File: src/rtl/regwb_queue.sv
//------------------------------------------------------------------------------
// regwb_queue
//   Register write-back queue. Buffers pending register-file writes in a
//   DEPTH-entry FIFO and drains one entry per unstalled cycle into a
//   registered write-port stage (RegWrite / WriteRegister / WriteData).
//   Writes to register 0 complete the handshake but are dropped.
//
//   Optional feature (macro REGWB_BYPASS_EN): two combinational lookup ports
//   report whether a write to a given register is still pending (write-port
//   stage or queue) and return the youngest pending data.
//
// Ports
//   Clk            clock, all state updates on rising edge
//   Reset          asynchronous active-high reset
//   InValid        producer offers a write this cycle
//   InReady        queue can accept (Count < DEPTH)
//   InReg/InData   destination register / data of offered write
//   Stall          suppresses draining this cycle
//   RegWrite       register-file write enable (one cycle per drained entry)
//   WriteRegister  register-file write address
//   WriteData      register-file write data
//   Count          entries queued, write-port stage excluded
//   LookupReg1/2   bypass read addresses            (REGWB_BYPASS_EN)
//   Hit1/2         pending write exists for address (REGWB_BYPASS_EN)
//   HitData1/2     youngest pending data            (REGWB_BYPASS_EN)
//
// Revision: 1.0 - initial release
//------------------------------------------------------------------------------
`default_nettype none

module regwb_queue #(
  parameter int DEPTH = 4
) (
  input  logic        Clk,
  input  logic        Reset,
  input  logic        InValid,
  output logic        InReady,
  input  logic [4:0]  InReg,
  input  logic [31:0] InData,
  input  logic        Stall,
  output logic        RegWrite,
  output logic [4:0]  WriteRegister,
  output logic [31:0] WriteData,
  output logic [4:0]  Count
`ifdef REGWB_BYPASS_EN
  ,
  input  logic [4:0]  LookupReg1,
  input  logic [4:0]  LookupReg2,
  output logic        Hit1,
  output logic        Hit2,
  output logic [31:0] HitData1,
  output logic [31:0] HitData2
`endif
);

  localparam int         AW      = (DEPTH > 1) ? $clog2(DEPTH) : 1;
  localparam logic [4:0] DEPTH_C = 5'(DEPTH);

  logic [4:0]    reg_mem  [DEPTH];
  logic [31:0]   data_mem [DEPTH];
  logic [AW-1:0] wr_ptr;
  logic [AW-1:0] rd_ptr;
  logic [4:0]    count_q;

  logic accept;
  logic push;
  logic pop;

  // Ready depends only on occupancy, never on a same-cycle drain.
  assign InReady = (count_q < DEPTH_C);
  assign accept  = InValid & InReady;
  // Register 0 is hard-wired: accept the request but never store it.
  assign push    = accept & (InReg != 5'd0);
  // Pop uses pre-edge occupancy, so an entry pushed into an empty queue
  // cannot fall through on the same edge.
  assign pop     = (count_q != 5'd0) & ~Stall;
  assign Count   = count_q;

  // Entry storage needs no reset: validity is tracked by the pointers/count.
  always_ff @(posedge Clk) begin
    if (push) begin
      reg_mem[wr_ptr]  <= InReg;
      data_mem[wr_ptr] <= InData;
    end
  end

  always_ff @(posedge Clk or posedge Reset) begin
    if (Reset) begin
      wr_ptr        <= '0;
      rd_ptr        <= '0;
      count_q       <= '0;
      RegWrite      <= 1'b0;
      WriteRegister <= '0;
      WriteData     <= '0;
    end else begin
      RegWrite <= pop;
      if (push) begin
        wr_ptr <= wr_ptr + AW'(1);
      end
      if (pop) begin
        rd_ptr        <= rd_ptr + AW'(1);
        WriteRegister <= reg_mem[rd_ptr];
        WriteData     <= data_mem[rd_ptr];
      end
      count_q <= count_q + {4'd0, push} - {4'd0, pop};
    end
  end

`ifdef REGWB_BYPASS_EN
  // Search oldest to youngest so the last match (youngest) wins: the
  // write-port stage is older than anything still in the queue.
  function automatic logic [32:0] search(input logic [4:0] addr);
    logic [32:0]   res;
    logic [AW-1:0] idx;
    res = '0;
    if (addr != 5'd0) begin
      if (RegWrite && (WriteRegister == addr)) begin
        res = {1'b1, WriteData};
      end
      for (int i = 0; i < DEPTH; i++) begin
        idx = rd_ptr + AW'(i);
        if ((5'(i) < count_q) && (reg_mem[idx] == addr)) begin
          res = {1'b1, data_mem[idx]};
        end
      end
    end
    return res;
  endfunction

  always_comb begin
    {Hit1, HitData1} = search(LookupReg1);
    {Hit2, HitData2} = search(LookupReg2);
  end
`endif

endmodule

`default_nettype wire

File: config.mk
export PLATFORM = sky130hd
export DESIGN_NAME = regwb_queue
export DESIGN_NICKNAME = d
export VERILOG_FILES = /design/src/rtl/regwb_queue.sv
export SDC_FILE = /design/constraint.sdc
export NUM_CORES = 1
export LEC_CHECK = 0
export BUFFER_PORTS_ARGS = -buffer_cell sky130_fd_sc_hd__buf_2
export CAP_MARGIN = 20
export CORE_MARGIN = 2
export CORE_UTILIZATION = 52
export DETAILED_ROUTE_END_ITERATION = 10
export PLACE_DENSITY = 0.73
export SLEW_MARGIN = 0
export SYNTH_ARGS = -nofsm -noshare
export SYNTH_HDL_FRONTEND = slang
export SYNTH_SLANG_ARGS = --single-unit
File: constraint.sdc
create_clock -name Clk -period 2.44 [get_ports Clk]
set_clock_uncertainty 0.05 [all_clocks]
set_input_delay 0.244 -clock Clk [delete_from_list [all_inputs] [get_ports Clk]]
set_output_delay 0.244 -clock Clk [all_outputs]
set_load 0.01 [all_outputs]
==> results of run 1 <==
## worst register-to-register path: cells and delay by family, from the launching register on
family	cells	cell delay [ns]
buffers and inverters	3	0.16
and+or+nand+nor	1	0.18
DFF	1	0.41
adders and majority gates	4	0.90
xor gates and xnor gates	1	0.13
AOI/OAI and AO/OA	3	0.38
## layout make-up
| cell class | instances | area [um2] | area share [%] |
|---|---|---|---|
| sequential | 195 | 5620 | 61.9 |
| multi-input combinational | 107 | 1640 | 18.0 |
| timing repair buffer | 141 | 948 | 10.4 |
| clock buffer | 22 | 484 | 5.33 |
| tap | 180 | 225 | 2.48 |
| clock inverter | 10 | 129 | 1.42 |
| inverter | 10 | 37.5 | 0.413 |
| antenna | 1 | 2.50 | 0.0275 |
## timing repair
item	CTS	global route
buffers inserted	0	6
hold endpoints to repair	157	0
gates cloned	0	0
hold buffers	35	0
resized for setup	1	1
pin swaps	0	1
setup endpoints to repair	1	1
## state kept, by name, summed over array words and instances (netlist names)
name	flops
reg_mem	20
WriteRegister	5
wr_ptr	2
WriteData	32
Count	5
RegWrite	1
rd_ptr	2
data_mem	128
## power by group through the flow
stage               logic (W)  clock network, W  registers, W
floorplan             0.00169                 0       0.00461
global placement      0.00256                 0       0.00453
detailed placement    0.00265                 0       0.00456
CTS                   0.00270           0.00289       0.00449
global route          0.00296           0.00302       0.00454
finish                0.00270           0.00283       0.00447
## stage by stage
stage               setup TNS (ns)  util, %
detailed placement        -0.00208     58.4
CTS                              0     65.4
floorplan                   -0.104        -
global route               -0.0107     65.7
global placement                 0     58.4
finish                           0     65.7
## metal layers
metal  vias up  global-route usage, %  part of all wire (%)
met2        86                   33.0                    54
li1       1592                      -                     -
met4         0                   6.03                  0.68
met5         -                      0                     0
met3        10                   4.69                   4.2
met1      1863                   24.4                    41
## final timing paths
kind                                     to  slack [ns]  depth (start not counted)
setup / recovery                   Count[4]        0.11                         12
hold / removal                reg_mem[0][4]        0.04                          1
setup reg to reg                   Count[4]        0.11                         12
min in group asynchronous     WriteData[14]        0.40                          3
max in group asynchronous         rd_ptr[1]        1.28                          4
hold reg to reg            WriteRegister[3]        0.45                          1
## synthesized netlist by cell type
library cell	instances	area share, %
edfxtp_1	148	61
fa_1	1	0.27
buf_1	2	0.10
nor2b_1	1	0.086
a21o_1	1	0.10
mux2_2	37	5.7
buf_6	3	0.46
o211a_4	1	0.24
clkbuf_1	2	0.10
mux2_4	1	0.21
and2_1	4	0.34
dfrtp_1	47	16
nor4b_2	1	0.21
buf_2	5	0.34
mux4_2	37	11
inv_1	10	0.51
nor2_1	1	0.051
o21bai_1	1	0.10
xor2_1	4	0.48
a21oi_1	2	0.14
xnor2_1	2	0.24
nor3b_1	1	0.10
ha_1	11	1.9
or4_1	1	0.10
## cell families after synthesis
kind of cell / after synthesis
buf+inv: 22
xor+xnor: 6
mux: 75
fa+ha+maj: 12
flops: 195
compound gates: 5
simple gates: 9
==> out/results.tsv, run 1 <==
stage	metric	value	unit
timing	Final Cycle Share	95.6	%
critical_path	Worst R2R Start	Count[4]	
finish	Final Non-Filler Cells	666	
floorplanning	Die ar.	15000	um2
global_routing	GRT Total Usage	19.2	%
power	Clock power frac	28.3	%
routing	via count	3551	
finish	P&R area growth vs syn	24.3	%
power	sw frac	26.7	%
power	Pwr Total	0.0100	W
routing	total iterations of the first detailed-routing run	4	
finish	fill count	918	
timing	Fin Hold WS	0.0397	ns
routing	drt wl/cell	20.0	um
yosys	Post-Synthesis Cell Area	7310	um2
critical_path	cell family with most CP delay	adder cells	
clock_tree	clock-pin slew on the worst setup and hold paths	0.06	ns
power	combinational share of power	27.0	%
power	Worst IR Drop VDD	570	uV
outcome	status	complete, no violations	
clock_tree	CTS Buf Count	17	
global_routing	largest net degree at the start of global routing	40	
routing	Antenna Nets Post-Route	0	
floorplanning	IO Count	85	
clock_tree	Root Driver	clkbuf_16	
critical_path	CP endpoint kind	flop	
global_routing	initial antenna violation count	1	
floorplanning	die width	123	um
yosys	Post-Synth Adder-Cell Area	2.16	%
floorplanning	Die Y	123	um
critical_path	CP Class	flop to flop	
critical_path	Bufs and invs on worst path	3	
critical_path	crit path max fanout	3	
clock_tree	H-Tree Depth	4	
timing	Period minus WS final	2.33	ns
hold_path	worst min path class	primary input to flop	
yosys	Synth cell types	24	
yosys	xor and xnor area share after synthesis	0.718	%
timing	number of hold violations in the final report	0	
place	Area after DPL	8080	um2
critical_path	Worst Setup SP	Count[4]	
yosys	Synthesis Warnings	0	
floorplanning	area of the core	13800	um2
routing	DR iter-0 viols	277	
global_routing	grt total ovfl	0	
global_routing	first-pass GRT wire length	20.7	mm
finish	share of cells above drive strength 1	47.2	%
yosys	Synth Instances	324	
place	pre-CTS setup slack	-0.00208	ns
power	Leak	3.37	nW
timing	maximum clock rate	429	MHz
place	placed insts	592	
flow_run	max-cap viol count	0	
floorplanning	initial core utilization	52.9	%
clock_tree	CTS tree	built	
critical_path	Crit path arrival time	2.58	ns
hold_path	Hold Crit Start	InReg[4]	
critical_path	CP required	2.69	ns
timing	final worst setup slack	0.108	ns
place	GP Congestion	0.757	
place	Final HPWL DP	8.05	mm
critical_path	max incr delay on CP	0.41	ns
timing	Max Slew Vio Count	0	
timing	setup violators final	0	
clock_tree	clk buf depth	2	
finish	most frequent cells in the layout	edfxtp_1 (148), buf_2 (84), dfrtp_1 (45), mux4_2 (37), mux2_2 (37)	
place	Buffers on Ports	84	
critical_path	critical path cell sequence	inv_1 > ha_1 > nor2b_2 > o211a_4 > inv_1 > ha_4 > inv_2 > ha_4 > fa_2 > a21oi_2 > o21bai_1 > xnor2_1	
power	power per cell area	1100	nW/um2
yosys	Synth Area per Inst	22.6	um2
power	switching power	0.00267	W
finish	commonest non-fill, non-tap cell in the layout	edfxtp_1	
timing	worst slew pin tran	0.615	ns
routing	routed wire length	13.3	mm
clock_tree	clk_lat worst skew	0.42	ns
power	sequential share of power	44.7	%
critical_path	startpoint types	flop	
floorplanning	row cnt	43	
yosys	Post-Synth Simple-Gate Area	0.889	%
clock_tree	clk sinks	195	
global_routing	number of global-route vias before repair	3858	
timing	Slew HR	59.0	%
power	Internal	0.00733	W
yosys	Mapped Nets	377	
routing	Via density	5.33	
yosys	mux share of post-synthesis cell area	17.3	%
routing	DRC	0	
yosys	Synth Area in Compound Gates	0.582	%
yosys	flops & latches, synth	195	
critical_path	Slowest cell on crit path	dfrtp_1	
yosys	Seq/Total Area, Yosys	76.8	%
finish	Final Instance Area	9090	um2
finish	Nets	525	
yosys	largest family of logic cells by synthesized area	multiplexers	
No activity file was read; power rests on OpenSTA's default activity.
==> inputs of run 2 (changes only) <==
--- a/config.mk
+++ b/config.mk
@@ -9,8 +9,10 @@
 export CAP_MARGIN = 20
 export CORE_MARGIN = 2
 export CORE_UTILIZATION = 52
+export CTS_CLUSTER_SIZE = 20
 export DETAILED_ROUTE_END_ITERATION = 10
 export PLACE_DENSITY = 0.73
+export SETUP_SLACK_MARGIN = 0.3
 export SLEW_MARGIN = 0
 export SYNTH_ARGS = -nofsm -noshare
 export SYNTH_HDL_FRONTEND = slang
==> out/results.tsv, run 2 (synthesis gave the netlist of run 1 again) <==
stage	metric	value	unit	change
critical_path	CP endpoint kind	flop		unchanged
clock_tree	Root Driver	clkbuf_16		unchanged
timing	maximum clock rate	447	MHz	was 429 MHz
floorplanning	row cnt	43		unchanged
clock_tree	clock-pin slew on the worst setup and hold paths	0.07	ns	was 0.06 ns
routing	DR iter-0 viols	212		was 277
routing	via count	3461		was 3551
floorplanning	IO Count	85		unchanged
power	power per cell area	1100	nW/um2	about the same
critical_path	CP required	2.70	ns	was 2.69 ns
global_routing	grt total ovfl	0		unchanged
finish	Largest regs	data_mem: 128 flops, WriteData: 32 flops, reg_mem: 20 flops		unchanged
clock_tree	clk_lat worst skew	0.42	ns	about the same
critical_path	CP Class	flop to flop		unchanged
global_routing	number of global-route vias before repair	3819		was 3858
routing	total iterations of the first detailed-routing run	4		unchanged
critical_path	Crit path arrival time	2.50	ns	was 2.58 ns
floorplanning	Die ar.	15000	um2	unchanged
outcome	status	complete, no violations		unchanged
finish	P&R area growth vs syn	23.0	%	was 24.3%
timing	RSZ-0062 raised after global routing	yes		
clock_tree	CTS tree	built		unchanged
floorplanning	initial core utilization	52.9	%	unchanged
finish	Nets	517		was 525
finish	commonest non-fill, non-tap cell in the layout	edfxtp_1		unchanged
timing	number of hold violations in the final report	0		unchanged
critical_path	startpoint types	flop		unchanged
finish	most frequent cells in the layout	edfxtp_1 (148), buf_2 (84), dfrtp_1 (45), mux4_2 (37), mux2_2 (37)		unchanged
routing	Via density	5.27		was 5.33
clock_tree	clk sinks	195		unchanged
clock_tree	clk buf depth	2		unchanged
place	GP Congestion	0.738		was 0.757
place	Area after DPL	8040	um2	was 8080 um2
finish	Layout Utilization	65.1	%	was 65.7%
timing	Slew HR	53.2	%	was 59.0%
global_routing	initial antenna violation count	1		unchanged
floorplanning	area of the core	13800	um2	unchanged
timing	worst slew pin tran	0.702	ns	was 0.615 ns
flow_run	max-cap viol count	0		unchanged
finish	ant diodes	0		was 1
timing	setup violators final	0		unchanged
routing	routed wire length	13.0	mm	was 13.3 mm
hold_path	worst min path class	primary input to flop		unchanged
finish	Final Instance Area	8990	um2	was 9090 um2
place	Final HPWL DP	7.47	mm	was 8.05 mm
clock_tree	H-Tree Depth	4		unchanged
critical_path	critical path cell sequence	inv_2 > ha_2 > nor4b_4 > nor2_4 > ha_4 > inv_2 > ha_4 > fa_2 > a21oi_2 > o21bai_1 > xnor2_1		was inv_1 > ha_1 > nor2b_2 > o211a_4 > inv_1 > ha_4 > inv_2 > ha_4 > fa_2 > a21oi_2 > o21bai_1 > xnor2_1
floorplanning	die width	123	um	unchanged
critical_path	max incr delay on CP	0.38	ns	was 0.41 ns
critical_path	crit path max fanout	3		unchanged
routing	drt wl/cell	19.7	um	was 20.0 um
critical_path	Slowest cell on crit path	dfrtp_1		unchanged
clock_tree	CTS Buf Count	17		unchanged
critical_path	Worst R2R Setup Slack	0.20	ns	was 0.11 ns
timing	Max Slew Vio Count	0		unchanged
power	Leak	3.30	nW	was 3.37 nW
finish	Largest Register	data_mem		unchanged
place	Buffers on Ports	84		unchanged
power	Worst IR Drop VDD	536	uV	was 570 uV
global_routing	largest net degree at the start of global routing	48		was 40
global_routing	first-pass GRT wire length	20.1	mm	was 20.7 mm
finish	fill count	936		was 918
routing	Antenna Nets Post-Route	0		unchanged
global_routing	GRT Total Usage	18.7	%	was 19.2%
timing	Final Cycle Share	91.8	%	was 95.6%
floorplanning	Die Y	123	um	unchanged
routing	DRC	0		unchanged
finish	max FFs per register	128		unchanged
timing	Period minus WS final	2.24	ns	was 2.33 ns
finish	share of cells above drive strength 1	47.2	%	about the same
[run 2: cell count changes in the layout (fill, tap and decap cells not counted), moves of 2 or more]
cell	change
and2_2	-4
clkbuf_8	-3
inv_2	+3
buf_4	-7
inv_1	-3
and2_4	+4
clkbuf_1	+2
[run 2: per-stage QoR]
| stage | setup TNS (ns) | power (W) | setup WS, ns | instances | hold slack, ns |
|---|---|---|---|---|---|
| 2_1_floorplan | -0.104 | 0.00632 | -0.104 | 324 | 0.293 |
| 3_3_place_gp | 0 | 0.00709 | 0.0559 | 585 | 0.404 |
| 3_5_place_dp | 0 | 0.00722 | 0.00230 | 585 | 0.411 |
| 4_1_cts | 0 | 0.0100 | 0.175 | 656 | 0.0203 |
| 5_1_grt | 0 | 0.0104 | 0.129 | 657 | 0.0251 |
| 6_report | 0 | 0.00990 | 0.200 | 657 | 0.0368 |
[run 2: metal layers]
metal  part of all wire [%]  track usage (%)  wire, um
met5                   0.10                0        13
met4                    1.3             6.25       164
met3                    4.5             4.74       585
met2                     52             32.4      6770
met1                     42             23.0      5420
[run 2: report_power, final]
part | switching, W | leakage, nW | internal [W]
Clock | 0.00114 | 0.278 | 0.00153
Sequential | 0.000306 | 1.88 | 0.00415
Combinational | 0.00126 | 1.15 | 0.00151
Total | 0.00271 | 3.30 | 0.00718
[run 2: timing repair]
action | in CTS | in global routing
buffers inserted | 5 | 1
hold buffers | 34 | 0
endpoints found under the hold margin | 179 | 0
gates resized for setup | 6 | 0
pin swaps | 8 | 2
setup endpoints to repair | 117 | 42
[run 2: final timing paths]
| check | from | endpoint | cells past startpoint |
|---|---|---|---|
| setup / recovery | Count[3] | Count[4] | 11 |
| hold / removal | InReg[1] | reg_mem[3][1] | 1 |
| setup reg to reg | Count[3] | Count[4] | 11 |
| hold reg to reg | WriteData[26] | WriteData[26] | 1 |
| max in group asynchronous | Reset | rd_ptr[0] | 4 |
| min in group asynchronous | Reset | WriteData[17] | 4 |
[run 2: cell type report]
class                      count  area [um2]  share of cell area (%)
sequential                   195        5630                    62.5
tap                          180         225                    2.50
multi-input combinational    107        1660                    18.4
clock inverter                11         114                    1.27
clock buffer                  21         450                    5.01
timing repair buffer         133         886                    9.85
inverter                      10        37.5                   0.417
[run 2: critical path, delay by kind of cell, from the launching register on]
kind                     cells  cell delay, ns
adder cells (fa/ha/maj)      4            0.92
AO/OA/AOI/OAI                2            0.20
flip-flops                   1            0.38
XOR/XNOR                     1            0.13
buffers and inverters        2            0.11
AND/OR/NAND/NOR              2            0.34
==> inputs of run 3 (changes only) <==
==> constraint.sdc (replaced) <==
create_clock -name Clk -period 1.89 [get_ports Clk]
set_clock_uncertainty 0.05 [all_clocks]
set_input_delay 0.189 -clock Clk [delete_from_list [all_inputs] [get_ports Clk]]
set_output_delay 0.189 -clock Clk [all_outputs]
set_load 0.01 [all_outputs]
==> out/results.tsv, run 3 (synthesis gave the netlist of run 1 again) <==
stage	metric	value	unit	change
timing	setup violators final	158		was 0
critical_path	most used cell, CP	ha_4		
floorplanning	row cnt	43		unchanged
floorplanning	die width	123	um	unchanged
global_routing	number of global-route vias before repair	4409		was 3819
finish	max FFs per register	128		unchanged
critical_path	CP endpoint kind	flop		unchanged
critical_path	cell family with most CP delay	adder cells		unchanged
critical_path	critical path cell sequence	inv_2 > ha_4 > nor2b_4 > o211a_4 > inv_4 > ha_4 > inv_2 > ha_4 > fa_2 > a21oi_2 > o21bai_1 > xnor2_1		was inv_2 > ha_2 > nor4b_4 > nor2_4 > ha_4 > inv_2 > ha_4 > fa_2 > a21oi_2 > o21bai_1 > xnor2_1
critical_path	crit path max fanout	3		unchanged
timing	Period minus WS final	2.29	ns	was 2.24 ns
timing	Max Slew Vio Count	0		unchanged
clock_tree	clk buf depth	2		unchanged
clock_tree	CTS tree	built		unchanged
global_routing	first-pass GRT wire length	26.3	mm	was 20.1 mm
critical_path	Slowest cell on crit path	dfrtp_1		unchanged
place	placed insts	595		was 585
clock_tree	clk_lat worst skew	0.43	ns	was 0.42 ns
timing	worst slew pin tran	0.297	ns	was 0.702 ns
routing	DR iter-0 viols	351		was 212
hold_path	Hold Crit Start	InReg[3]		was InReg[1]
outcome	status	complete, but fails checks		was complete, no violations
timing	setup TNS	-34.51	ns	was 0 ns
finish	Final Non-Filler Cells	732		was 657
floorplanning	area of the core	13800	um2	unchanged
global_routing	GRT Total Usage	25.7	%	was 18.7%
timing	Final Cycle Share	121	%	was 91.8%
critical_path	CP required	2.16	ns	was 2.70 ns
finish	ant diodes	0		unchanged
finish	Layout Utilization	75.1	%	was 65.1%
finish	commonest non-fill, non-tap cell in the layout	edfxtp_1		unchanged
floorplanning	IO Count	85		unchanged
timing	final worst setup slack	-0.404	ns	was 0.200 ns
routing	Via density	5.52		was 5.27
power	Leak	3.93	nW	was 3.30 nW
power	power per cell area	1350	nW/um2	was 1100 nW/um2
critical_path	Worst path depth	12		was 11
power	Worst IR Drop VDD	744	uV	was 536 uV
hold_path	worst min path class	primary input to flop		unchanged
global_routing	largest net degree at the start of global routing	48		unchanged
global_routing	grt total ovfl	0		unchanged
clock_tree	H-Tree Depth	4		unchanged
critical_path	Worst R2R Start	Count[3]		unchanged
power	Pwr Total	0.0140	W	was 0.00990 W
routing	total iterations of the first detailed-routing run	6		was 4
timing	RSZ-0062 raised after global routing	yes		unchanged
finish	share of cells above drive strength 1	54.9	%	was 47.2%
clock_tree	clock-pin slew on the worst setup and hold paths	0.06	ns	was 0.07 ns
floorplanning	Die ar.	15000	um2	unchanged
critical_path	Worst R2R Setup Slack	-0.40	ns	was 0.20 ns
place	Buffers on Ports	84		unchanged
critical_path	Worst Setup SP	Count[3]		unchanged
routing	routed wire length	17.9	mm	was 13.0 mm
place	Final HPWL DP	7.50	mm	was 7.47 mm
critical_path	Crit path arrival time	2.56	ns	was 2.50 ns
critical_path	max incr delay on CP	0.39	ns	was 0.38 ns
critical_path	R2R depth	12		was 11
clock_tree	CTS Buf Count	17		unchanged
finish	Largest Register	data_mem		unchanged
timing	number of hold violations in the final report	0		unchanged
timing	maximum clock rate	436	MHz	was 447 MHz
routing	drt wl/cell	24.5	um	was 19.7 um
routing	via count	4044		was 3461
critical_path	FF-to-FF End	Count[4]		unchanged
finish	P&R area growth vs syn	42.0	%	was 23.0%
finish	Nets	592		was 517
critical_path	startpoint types	flop		unchanged
global_routing	initial antenna violation count	0		was 1
place	GP Congestion	0.738		unchanged
critical_path	Bufs and invs on worst path	3		was 2
outcome	violated checks	negative setup slack		
critical_path	CP Class	flop to flop		unchanged
critical_path	Worst Setup EP	Count[4]		unchanged
timing	Fin Hold WS	0.0368	ns	about the same
routing	Antenna Nets Post-Route	0		unchanged
floorplanning	initial core utilization	52.9	%	unchanged
finish	most frequent cells in the layout	edfxtp_1 (148), buf_2 (84), dfrtp_1 (45), mux4_2 (37), mux2_2 (37)		unchanged
flow_run	max-cap viol count	0		unchanged
finish	Largest regs	data_mem: 128 flops, WriteData: 32 flops, reg_mem: 20 flops		unchanged
floorplanning	Die Y	123	um	unchanged
clock_tree	clk sinks	195		unchanged
clock_tree	Root Driver	clkbuf_16		unchanged
routing	DRC	0		unchanged
timing	Slew HR	80.1	%	was 53.2%
## run 3: cell types whose count changed in the layout (fill, tap and decap cells not counted), moves of 2 or more
cell	delta
and2_4	+4
ha_4	+2
buf_12	+31
buf_16	+14
clkinvlp_4	+2
buf_4	+6
clkbuf_8	+2
buf_6	+18
ha_2	-2
## run 3: stage by stage
step | worst slack (ns) | instance area, um2
floorplan | -0.648 | 7380
global placement | -0.452 | 8150
detailed placement | -0.502 | 8150
CTS | -0.359 | 10300
global route | -0.541 | 10400
finish | -0.404 | 10400
## run 3: routing by layer
layer	GRT usage, %	vias up	share of wire [%]	routed length, um
li1	-	1749	-	-
met1	31.8	2089	37	6590
met2	44.4	170	53	9570
met3	6.09	36	7.3	1320
met4	9.34	0	2.5	457
met5	0	-	0	0
## run 3: timing repair
item                                   CTS  global route
hold buffers                            34             0
setup buffers                           47             4
cloned                                  19             1
setup endpoints to repair              194           195
pin swaps                               11             1
resized for setup                       48             5
endpoints found under the hold margin  179             0
## run 3: worst min-delay path by stage
stage,to,cells past startpoint
2_1_floorplan,data_mem[0][0],0
3_3_place_gp,WriteData[14],3
3_5_place_dp,WriteData[14],3
4_1_cts,reg_mem[3][3],2
5_1_grt,reg_mem[2][3],2
6_report,reg_mem[3][3],2
## run 3: cell type report
cell class                 instances  area [um2]
sequential                       195        5620
inverter                          10        40.0
fill                             728        3440
clock inverter                    10         106
tap                              180         225
timing repair buffer             204        2200
clock buffer                      22         474
multi-input combinational        111        1720
## run 3: report_power, final
group          switching, W  internal [W]  total, W
sequential         0.000416       0.00534   0.00576
clock               0.00153       0.00204   0.00357
combinational       0.00204       0.00267   0.00471
